## src/rtl/axi4_lite_read_master_if.sv

```systemverilog
// AXI4-Lite read address and read data channels shared by a read master and its slave.
interface axi4_lite_read_master_if #(
  parameter int ADDR_WIDTH = 32,
  parameter int DATA_WIDTH = 32
);
  logic [ADDR_WIDTH-1:0] M_AXI_ARADDR;
  logic                  M_AXI_ARVALID;
  logic                  M_AXI_ARREADY;
  logic [DATA_WIDTH-1:0] M_AXI_RDATA;
  logic [1:0]            M_AXI_RRESP;
  logic                  M_AXI_RVALID;
  logic                  M_AXI_RREADY;

  modport master (
    output M_AXI_ARADDR,
    output M_AXI_ARVALID,
    input  M_AXI_ARREADY,
    input  M_AXI_RDATA,
    input  M_AXI_RRESP,
    input  M_AXI_RVALID,
    output M_AXI_RREADY
  );

  modport slave (
    input  M_AXI_ARADDR,
    input  M_AXI_ARVALID,
    output M_AXI_ARREADY,
    output M_AXI_RDATA,
    output M_AXI_RRESP,
    output M_AXI_RVALID,
    input  M_AXI_RREADY
  );
endinterface

```

## src/rtl/axi4_lite_read_master.sv

```systemverilog
// AXI4-Lite read master: turns single core loads into one AR/R transaction at a time.
// Optional watchdog enabled by defining AXI_RD_TIMEOUT_EN.
module axi4_lite_read_master #(
  parameter int ADDR_WIDTH     = 32,
  parameter int DATA_WIDTH     = 32,
  parameter int TIMEOUT_CYCLES = 256
) (
  input  logic                  clk,
  input  logic                  rst,
  input  logic                  req_valid,
  input  logic [ADDR_WIDTH-1:0] req_addr,
  output logic                  req_ready,
  output logic                  stall,
  output logic                  resp_valid,
  output logic [DATA_WIDTH-1:0] resp_data,
  output logic                  resp_err,
  axi4_lite_read_master_if.master axi
);

  typedef enum logic [1:0] {
    ST_IDLE = 2'd0,
    ST_ADDR = 2'd1,
    ST_DATA = 2'd2,
    ST_RESP = 2'd3
  } state_t;

  state_t                state_r;
  state_t                state_nxt_s;
  logic [ADDR_WIDTH-1:0] addr_r;
  logic [DATA_WIDTH-1:0] data_r;
  logic                  err_r;
  logic                  req_ready_r;
  logic                  stall_r;
  logic                  resp_valid_r;
  logic                  arvalid_r;
  logic                  rready_r;
  logic                  accept_s;
  logic                  capture_s;
  logic                  timeout_s;
  logic                  timeout_fire_s;
  logic                  unused_rresp_s;

  assign accept_s       = (state_r == ST_IDLE) && req_valid;
  assign unused_rresp_s = axi.M_AXI_RRESP[0];

`ifdef AXI_RD_TIMEOUT_EN
  localparam int CNT_W = $clog2(TIMEOUT_CYCLES + 1);
  localparam logic [CNT_W-1:0] CNT_LIMIT = CNT_W'(TIMEOUT_CYCLES - 1);
  localparam logic [CNT_W-1:0] CNT_ONE   = CNT_W'(1);

  logic [CNT_W-1:0] cnt_r;

  // Watchdog counter: cleared when a request is accepted, advances every ADDR/DATA cycle
  always_ff @(posedge clk) begin
    if (rst) begin
      cnt_r <= '0;
    end else if (accept_s) begin
      cnt_r <= '0;
    end else if ((state_r == ST_ADDR) || (state_r == ST_DATA)) begin
      cnt_r <= cnt_r + CNT_ONE;
    end else begin
      cnt_r <= cnt_r;
    end
  end

  assign timeout_s = ((state_r == ST_ADDR) || (state_r == ST_DATA)) && (cnt_r == CNT_LIMIT);
`else
  logic [31:0] unused_timeout_s;

  assign unused_timeout_s = 32'(TIMEOUT_CYCLES);
  assign timeout_s        = 1'b0;
`endif

  // State register
  always_ff @(posedge clk) begin
    if (rst) begin
      state_r <= ST_IDLE;
    end else begin
      state_r <= state_nxt_s;
    end
  end

  // Next-state decode; a handshake in the limit cycle takes priority over the watchdog
  always_comb begin
    state_nxt_s    = state_r;
    capture_s      = 1'b0;
    timeout_fire_s = 1'b0;
    case (state_r)
      ST_IDLE: begin
        if (req_valid) begin
          state_nxt_s = ST_ADDR;
        end else begin
          state_nxt_s = ST_IDLE;
        end
      end
      ST_ADDR: begin
        if (axi.M_AXI_ARREADY) begin
          state_nxt_s = ST_DATA;
        end else if (timeout_s) begin
          state_nxt_s    = ST_RESP;
          timeout_fire_s = 1'b1;
        end else begin
          state_nxt_s = ST_ADDR;
        end
      end
      ST_DATA: begin
        if (axi.M_AXI_RVALID) begin
          state_nxt_s = ST_RESP;
          capture_s   = 1'b1;
        end else if (timeout_s) begin
          state_nxt_s    = ST_RESP;
          timeout_fire_s = 1'b1;
        end else begin
          state_nxt_s = ST_DATA;
        end
      end
      ST_RESP: begin
        state_nxt_s = ST_IDLE;
      end
      default: begin
        state_nxt_s = ST_IDLE;
      end
    endcase
  end

  // Address, data and error holding registers
  always_ff @(posedge clk) begin
    if (rst) begin
      addr_r <= '0;
      data_r <= '0;
      err_r  <= 1'b0;
    end else begin
      if (accept_s) begin
        addr_r <= req_addr;
      end
      if (capture_s) begin
        data_r <= axi.M_AXI_RDATA;
        err_r  <= axi.M_AXI_RRESP[1];
      end else if (timeout_fire_s) begin
        data_r <= '0;
        err_r  <= 1'b1;
      end
    end
  end

  // Control outputs registered from the next state so they change only on clock edges
  always_ff @(posedge clk) begin
    if (rst) begin
      req_ready_r  <= 1'b1;
      stall_r      <= 1'b0;
      resp_valid_r <= 1'b0;
      arvalid_r    <= 1'b0;
      rready_r     <= 1'b0;
    end else begin
      req_ready_r  <= (state_nxt_s == ST_IDLE);
      stall_r      <= (state_nxt_s == ST_ADDR) || (state_nxt_s == ST_DATA);
      resp_valid_r <= (state_nxt_s == ST_RESP);
      arvalid_r    <= (state_nxt_s == ST_ADDR);
      rready_r     <= (state_nxt_s == ST_DATA);
    end
  end

  assign req_ready         = req_ready_r;
  assign stall             = stall_r;
  assign resp_valid        = resp_valid_r;
  assign resp_data         = data_r;
  assign resp_err          = err_r;
  assign axi.M_AXI_ARADDR  = addr_r;
  assign axi.M_AXI_ARVALID = arvalid_r;
  assign axi.M_AXI_RREADY  = rready_r;

endmodule

```

## src/flat_wrapper.sv

```systemverilog
// flat-port wrapper written by rule: the top's interface ports become plain ports
module axi4_lite_read_master_flat 
#(
  parameter int ADDR_WIDTH     = 32,
  parameter int DATA_WIDTH     = 32,
  parameter int TIMEOUT_CYCLES = 256
)
  (clk, rst, req_valid, req_addr, req_ready, stall, resp_valid, resp_data, resp_err, axi_M_AXI_ARADDR, axi_M_AXI_ARVALID, axi_M_AXI_ARREADY, axi_M_AXI_RDATA, axi_M_AXI_RRESP, axi_M_AXI_RVALID, axi_M_AXI_RREADY);
  axi4_lite_read_master_if #(.ADDR_WIDTH(ADDR_WIDTH), .DATA_WIDTH(DATA_WIDTH)) axi_i ();
  input  logic clk;
  input  logic rst;
  input  logic req_valid;
  input  logic [ADDR_WIDTH-1:0] req_addr;
  output logic req_ready;
  output logic stall;
  output logic resp_valid;
  output logic [DATA_WIDTH-1:0] resp_data;
  output logic resp_err;
  output wire logic [$bits(axi_i.M_AXI_ARADDR)-1:0] axi_M_AXI_ARADDR;
  output wire logic [$bits(axi_i.M_AXI_ARVALID)-1:0] axi_M_AXI_ARVALID;
  input wire logic [$bits(axi_i.M_AXI_ARREADY)-1:0] axi_M_AXI_ARREADY;
  input wire logic [$bits(axi_i.M_AXI_RDATA)-1:0] axi_M_AXI_RDATA;
  input wire logic [$bits(axi_i.M_AXI_RRESP)-1:0] axi_M_AXI_RRESP;
  input wire logic [$bits(axi_i.M_AXI_RVALID)-1:0] axi_M_AXI_RVALID;
  output wire logic [$bits(axi_i.M_AXI_RREADY)-1:0] axi_M_AXI_RREADY;
  assign axi_M_AXI_ARADDR = axi_i.M_AXI_ARADDR;
  assign axi_M_AXI_ARVALID = axi_i.M_AXI_ARVALID;
  assign axi_i.M_AXI_ARREADY = axi_M_AXI_ARREADY;
  assign axi_i.M_AXI_RDATA = axi_M_AXI_RDATA;
  assign axi_i.M_AXI_RRESP = axi_M_AXI_RRESP;
  assign axi_i.M_AXI_RVALID = axi_M_AXI_RVALID;
  assign axi_M_AXI_RREADY = axi_i.M_AXI_RREADY;
  axi4_lite_read_master #(.ADDR_WIDTH(ADDR_WIDTH), .DATA_WIDTH(DATA_WIDTH), .TIMEOUT_CYCLES(TIMEOUT_CYCLES)) u_core (.clk(clk), .rst(rst), .req_valid(req_valid), .req_addr(req_addr), .req_ready(req_ready), .stall(stall), .resp_valid(resp_valid), .resp_data(resp_data), .resp_err(resp_err), .axi(axi_i));
endmodule
```

## config.mk

```make
export PLATFORM = sky130hd
export DESIGN_NAME = axi4_lite_read_master_flat
export DESIGN_NICKNAME = d
export VERILOG_FILES = /design/src/rtl/axi4_lite_read_master_if.sv /design/src/rtl/axi4_lite_read_master.sv /design/src/flat_wrapper.sv
export SDC_FILE = /design/constraint.sdc
export NUM_CORES = 1
export LEC_CHECK = 0
export CAP_MARGIN = 20
export CORE_MARGIN = 10
export CORE_UTILIZATION = 40
export CTS_CLUSTER_SIZE = 20
export DETAILED_ROUTE_END_ITERATION = 8
export DONT_BUFFER_PORTS = 1
export PLACE_DENSITY_LB_ADDON = 0.1
export RECOVER_POWER = 50
export SETUP_SLACK_MARGIN = 0.3
export SYNTH_ARGS = -nofsm -noshare
export SYNTH_HDL_FRONTEND = slang
export SYNTH_SLANG_ARGS = --single-unit
```

## constraint.sdc

```tcl
create_clock -name clk -period 5 [get_ports clk]
set_clock_uncertainty 0.2 [all_clocks]
set_input_delay 0.5 -clock clk [delete_from_list [all_inputs] [get_ports clk]]
set_output_delay 0.5 -clock clk [all_outputs]
set_load 0.01 [all_outputs]
```

==> metrics, run 1 <==
setup slack after layout=2920 ps; post-DR vias/cell=between 4 and 5; gr usage total=12.8%; Yosys top cell area share=56.9%; Die H=99.6 um; vias in the first global route=between 1500 and 2000; HP Start=rst; via count=approximately 1900; EDFF count, synth=0; syn avg cell area=8.12 sq um; Core Area=between 0.006 and 0.007 sq mm; I/O Buffers=0; xor/xnor share of the synthesized area=0%; gp weighted congestion=0.674; final core utilization=between 40% and 50%; Crit Path Max Fanout=24; Area contributors post-synth=dfxtp_1 57%, nand2_1 19%, a21oi_1 13%; Final Max Tran Viols=0; RSZ-0062 raised after global routing=no; post-synthesis mux area share=0%; area post-placement=roughly 0.0025 sq mm; Critical Path AT=2160 ps; share of synthesized registers carrying an async set or reset=0%; Post-Place Cells=366; largest family of logic cells by synthesized area=simple AND/OR/NAND/NOR gates; CTS H-tree lvls=3; dpl ws=2890 ps; R2R Path Start=u_core.state_r[0]; reg2reg path depth=5; Worst slew margin=62.3%; Setup TNS=0 ps; Hold/Removal Path Class=primary input to flop; hpwl dp=between 4000 and 5000 um; largest net degree at the start of global routing=73; initial antenna violation count=0; # fillers=625; Yosys cell types=19; full die area=0.00992 sq mm; r2r setup slk=2920 ps; WL final=6730 um; Max Clk Rate=0.482 GHz; Synth top cells by count=131 x nand2_1, 72 x dfxtp_1, 68 x a21oi_1, 10 x buf_2, 8 x clkbuf_1; I/O Pins=141; VDD IR-drop max=179 uV; register area share after synthesis=56.9%; Sink Count=between 70 and 80; register area=about 0.0014 sq mm; n_diodes=0; CTS tree=built; PwrDens=448 mW/mm^2; Hold Path Sink=u_core.axi.M_AXI_ARADDR[12]; CTS Root Cell=clkbuf_8; worst-margin pin slew=566 ps; Syn Nets=384; DRC viols=0; Die Width=99.6 um; multi-input logic area=956 sq um; FP Rows=28; setup violators final=0; Skew-Pair Late Insertion Delay=330 ps; most frequent cell after synthesis=nand2_1; Layout area overhead=10.8%; CP startpoint kind=flop; Final Hold Vio Count=0; fin crit share=41.5%; first-pass GRT wire length=10100 um; Clock transition at path regs=80 ps; synthesized area=~0.0025 sq mm; Setup Fix Bufs, Post-CTS=0; simple-gate area share of the yosys netlist=22.7%; Crit. Startpoint=u_core.state_r[0]; cts repair resizes=0; number of warnings issued by yosys=0; #FFs+latches synth=72; router iterations before antenna repair=4; final instance area=0.00281 sq mm; FF-to-FF End=u_core.stall; cell taking the most area after synthesis=dfxtp_1; Top FF cell, synth=dfxtp_1; CTS Hold Bufs=0; Hold WS=16.6 ps; initial detailed-routing violation count=60; Synth Instances=312; crit path capture type=flop; share of layout cells above drive strength 1=6.51%; worst-case clock buffer depth=2; MaxCap Viol Count=0; Initial Utilization=42.1%; Leak Pwr=0.994 nW; WHS Path Cells=1; Adder-Cell Fraction of Synth Area=0.494%; antenna-violating nets left=0; min cycle time layout=2080 ps; Post-Layout Cell Count=382; worst path required time=5080 ps; TritonCTS buffer count=9; GRT Residual Overflow=0; status=finished, final reports clean; critical path class=flop to flop; WL/cell=~18 um; Post-layout nets=roughly 380; Power, Total=1.26 mW; compound-gate portion of the synthesized area=between 10% and 20%
critical path, stage by stage (launching register included):
cell and delay (ps):
dfxtp_1 520, nand3b_1 480, buf_4 370, nand2_1 90, ha_1 270, nor2_1 90
logic make-up after synthesis:
logic type / count (synthesis)
AND/OR/NAND/NOR: 143
flip-flops: 72
AO/OA/AOI/OAI: 71
buffers and inverters: 25
adder cells (fa/ha/maj): 1
how the worst max path moves through the flow:
stage,to,slack (ps),depth (start not counted)
3_5_place_dp,u_core.stall,2890,5
6_report,u_core.stall,2920,5
2_1_floorplan,u_core.stall,3400,5
4_1_cts,u_core.stall,2860,5
5_1_grt,u_core.stall,2790,5
3_3_place_gp,u_core.stall,2910,5
area by class of cell:
cell class / instances / area share [%]
Clock inverter: 5 / 3.74
Sequential cell: 72 / 51.3
Multi-Input combinational cell: 215 / 34.0
Timing Repair Buffer: 4 / 2.50
Clock buffer: 10 / 4.90
Inverter: 1 / 0.134
Tap cell: 75 / 3.34
metal layers:
metal  wire length, um  global-route usage (%)  share of wire (%)  vias up
met5                 0                       0                  0        -
met3               971                    8.65                 14        9
met2              3050                    18.6                 45       90
met1              2610                    13.8                 39      825
met4               102                    6.62                1.5        0
li1                  -                       -                  -      980
placed cells by master (no fill, tap or decap), types with 2 or more instances in the layout:
cell | synthesis | layout
clkinvlp_4 | 0 | 2
nor2_1 | 3 | 3
nand2b_1 | 2 | 2
dfxtp_1 | 72 | 72
nand2_1 | 131 | 131
bufinv_16 | 0 | 3
nand3b_1 | 3 | 3
buf_16 | 0 | 2
clkbuf_8 | 0 | 10
a21oi_1 | 68 | 68
buf_4 | 2 | 2
power by group:
part / switching [mW] / internal, mW / total (mW) / leakage [nW]
clock: 0.210 / 0.342 / 0.552 / 0.115
combinational: 0.0391 / 0.0294 / 0.0685 / 0.293
sequential: 0.0342 / 0.602 / 0.636 / 0.587
Note: power is estimated with default switching activity, not from simulation.
==> run 2: changes to the inputs <==
==> constraint.sdc (replaced) <==
create_clock -name clk -period 2.1 [get_ports clk]
set_clock_uncertainty 0.2 [all_clocks]
set_input_delay 0.21 -clock clk [delete_from_list [all_inputs] [get_ports clk]]
set_output_delay 0.21 -clock clk [all_outputs]
set_load 0.01 [all_outputs]
==> run 2 against run 1 <==
Compared with the run above: the run now ends with hold timing left; clock-buffer cell count stayed put; final area is 2.9% lower; flip-flop and latch count did not move; via count increased by 2.9%; critical path depth down 1; fmax grew 25%; sequential share of layout area is 1.5 points higher; power is 100% higher; sequential power up 140%; utilization down 1.3 points; hold slack worse by 270 ps; non-clock buffer count grew 6.
==> metrics, run 2 (synthesis results as in run 1) <==
Internal=1.91 mW (was 0.973 mW); Comb pwr share=6.2% (was 5.5%); worst path required time=2120 ps (was 5080 ps); WHS Path Cells=1 (unchanged); Initial Utilization=42.1% (unchanged); PwrDens=937 mW/mm^2 (was 448 mW/mm^2); Layout area overhead=7.55% (was 10.8%); Crit. Startpoint=u_core.state_r[0] (unchanged); Sink Count=72 (unchanged); share of layout cells above drive strength 1=6.71% (was 6.51%); largest net degree at the start of global routing=73 (unchanged); first-pass GRT wire length=10300 um (was 10100 um); # fillers=624 (was 625); gr usage total=12.8% (about the same); post-DR vias/cell=5.05 (was 4.98); setup violators final=0 (unchanged); setup slack after layout=445 ps (was 2920 ps); min cycle time layout=1660 ps (was 2080 ps); Final Hold Vio Count=70 (was 0); cts repair resizes=0 (unchanged); CTS Hold Bufs=3 (was 0); I/O Buffers=0 (unchanged); Setup TNS=0 ps (unchanged); Max Clk Rate=0.604 GHz (was 0.482 GHz); WL final=6780 um (was 6730 um); Post-Place Cells=369 (was 366); violated checks=hold timing; Core Area=0.00603 sq mm (unchanged); FP Rows=28 (unchanged); Skew-Pair Late Insertion Delay=330 ps (about the same); switch share=25.2% (was 22.5%); full die area=0.00992 sq mm (unchanged); status=finished with violations (was finished, final reports clean); I/O Pins=141 (unchanged); Clock transition at path regs=70 ps (was 80 ps); CTS Root Cell=clkbuf_8 (unchanged); GRT Residual Overflow=0 (unchanged); antenna-violating nets left=0 (unchanged); WL/cell=17.5 um (was 17.6 um); Die H=99.6 um (unchanged); gp weighted congestion=0.721 (was 0.674); crit path capture type=flop (unchanged); vias in the first global route=1882 (was 1830); TritonCTS buffer count=9 (unchanged); via count=1960 (was 1904); worst-case clock buffer depth=2 (unchanged); MaxCap Viol Count=0 (unchanged); Hold WS=-255 ps (was 16.6 ps); critical path class=flop to flop (unchanged); n_diodes=0 (unchanged); area post-placement=0.00254 sq mm (about the same); initial antenna violation count=0 (unchanged); Crit Path Max Fanout=10 (was 24); Hold/Removal Path Class=primary input to flop (unchanged); Leak Pwr=0.975 nW (was 0.994 nW); initial detailed-routing violation count=70 (was 60); Final Max Tran Viols=0 (unchanged); CP startpoint kind=flop (unchanged); dpl ws=458 ps (was 2890 ps); fin crit share=78.8% (was 41.5%); CTS tree=built (unchanged); HP Start=rst (unchanged); RSZ-0062 raised after global routing=no (unchanged); Die Width=99.6 um (unchanged); Worst slew margin=77.4% (was 62.3%); R2R Path Start=u_core.state_r[0] (unchanged); most frequent cells in the layout=131 x nand2_1, 72 x dfxtp_1, 68 x a21oi_1, 9 x clkbuf_8, 6 x buf_4 (was 131 x nand2_1, 72 x dfxtp_1, 68 x a21oi_1, 10 x clkbuf_8); Post-Layout Cell Count=388 (was 382); Critical Path AT=1670 ps (was 2160 ps); VDD IR-drop max=380 uV (was 179 uV); Flop pwr share=59.3% (was 50.6%); DRC viols=0 (unchanged); Psw=0.644 mW (was 0.283 mW); reg2reg path depth=4 (was 5); most common cell after layout, fill and taps aside=nand2_1 (unchanged); worst-margin pin slew=338 ps (was 566 ps); Clock Power Share=34.5% (was 43.9%); hpwl dp=4770 um (was 4790 um); CTS H-tree lvls=3 (unchanged); Post-layout nets=381 (was 375); final instance area=0.00273 sq mm (was 0.00281 sq mm); router iterations before antenna repair=4 (unchanged)
-- run 2: power groups by stage --
stage | clock network [mW] | logic (mW) | registers [mW]
finish | 0.881 | 0.159 | 1.51
global route | 0.965 | 0.188 | 1.52
CTS | 0.926 | 0.161 | 1.52
detailed placement | 0 | 0.156 | 1.55
global placement | 0 | 0.153 | 1.55
floorplan | 0 | 0.167 | 1.52
-- run 2: per-stage QoR --
step | hold slack [ps] | power (mW) | util, %
2_1_floorplan | 102 | 1.69 | -
3_3_place_gp | 87.7 | 1.70 | 42.2
3_5_place_dp | 90.5 | 1.71 | 42.2
4_1_cts | -278 | 2.60 | 45.2
5_1_grt | -276 | 2.68 | 45.2
6_report | -255 | 2.55 | 45.2
-- run 2: worst max-delay path, stage by stage (launching register included) --
cell           delay, ps
dfxtp_1              520
inv_1                100
nand3b_1             100
a21oi_1               70
dlygate4sd3_1        560
-- run 2: path summary, 6_finish.rpt --
kind / to / slack (ps)
hold / removal: u_core.axi.M_AXI_ARADDR[24] / -260
setup / recovery: u_core.axi.M_AXI_RREADY / 440
setup reg to reg: u_core.axi.M_AXI_RREADY / 440
hold reg to reg: u_core.resp_data[16] / 300
-- run 2: timing repair --
action | in CTS | in global routing
setup endpoints to repair | 0 | 3
setup buffers | 0 | 1
endpoints found under the hold margin | 72 | 70
-- run 2: layer usage --
metal	vias to the layer above	GRT usage (%)	share of wire (%)
met3	7	8.65	14
met1	869	13.4	39
met4	0	6.28	1.2
met5	-	0	0
met2	89	19.3	45
li1	995	-	-
-- run 2: area by class of cell --
cell class	count	area [sq um]	area share (%)
Multi-Input combinational cell	215	956	35.1
Inverter	1	3.75	0.138
Sequential cell	72	1440	52.9
Clock buffer	10	128	4.68
Clock inverter	5	25.0	0.918
Timing Repair Buffer	10	78.8	2.89
Tap cell	75	93.8	3.44
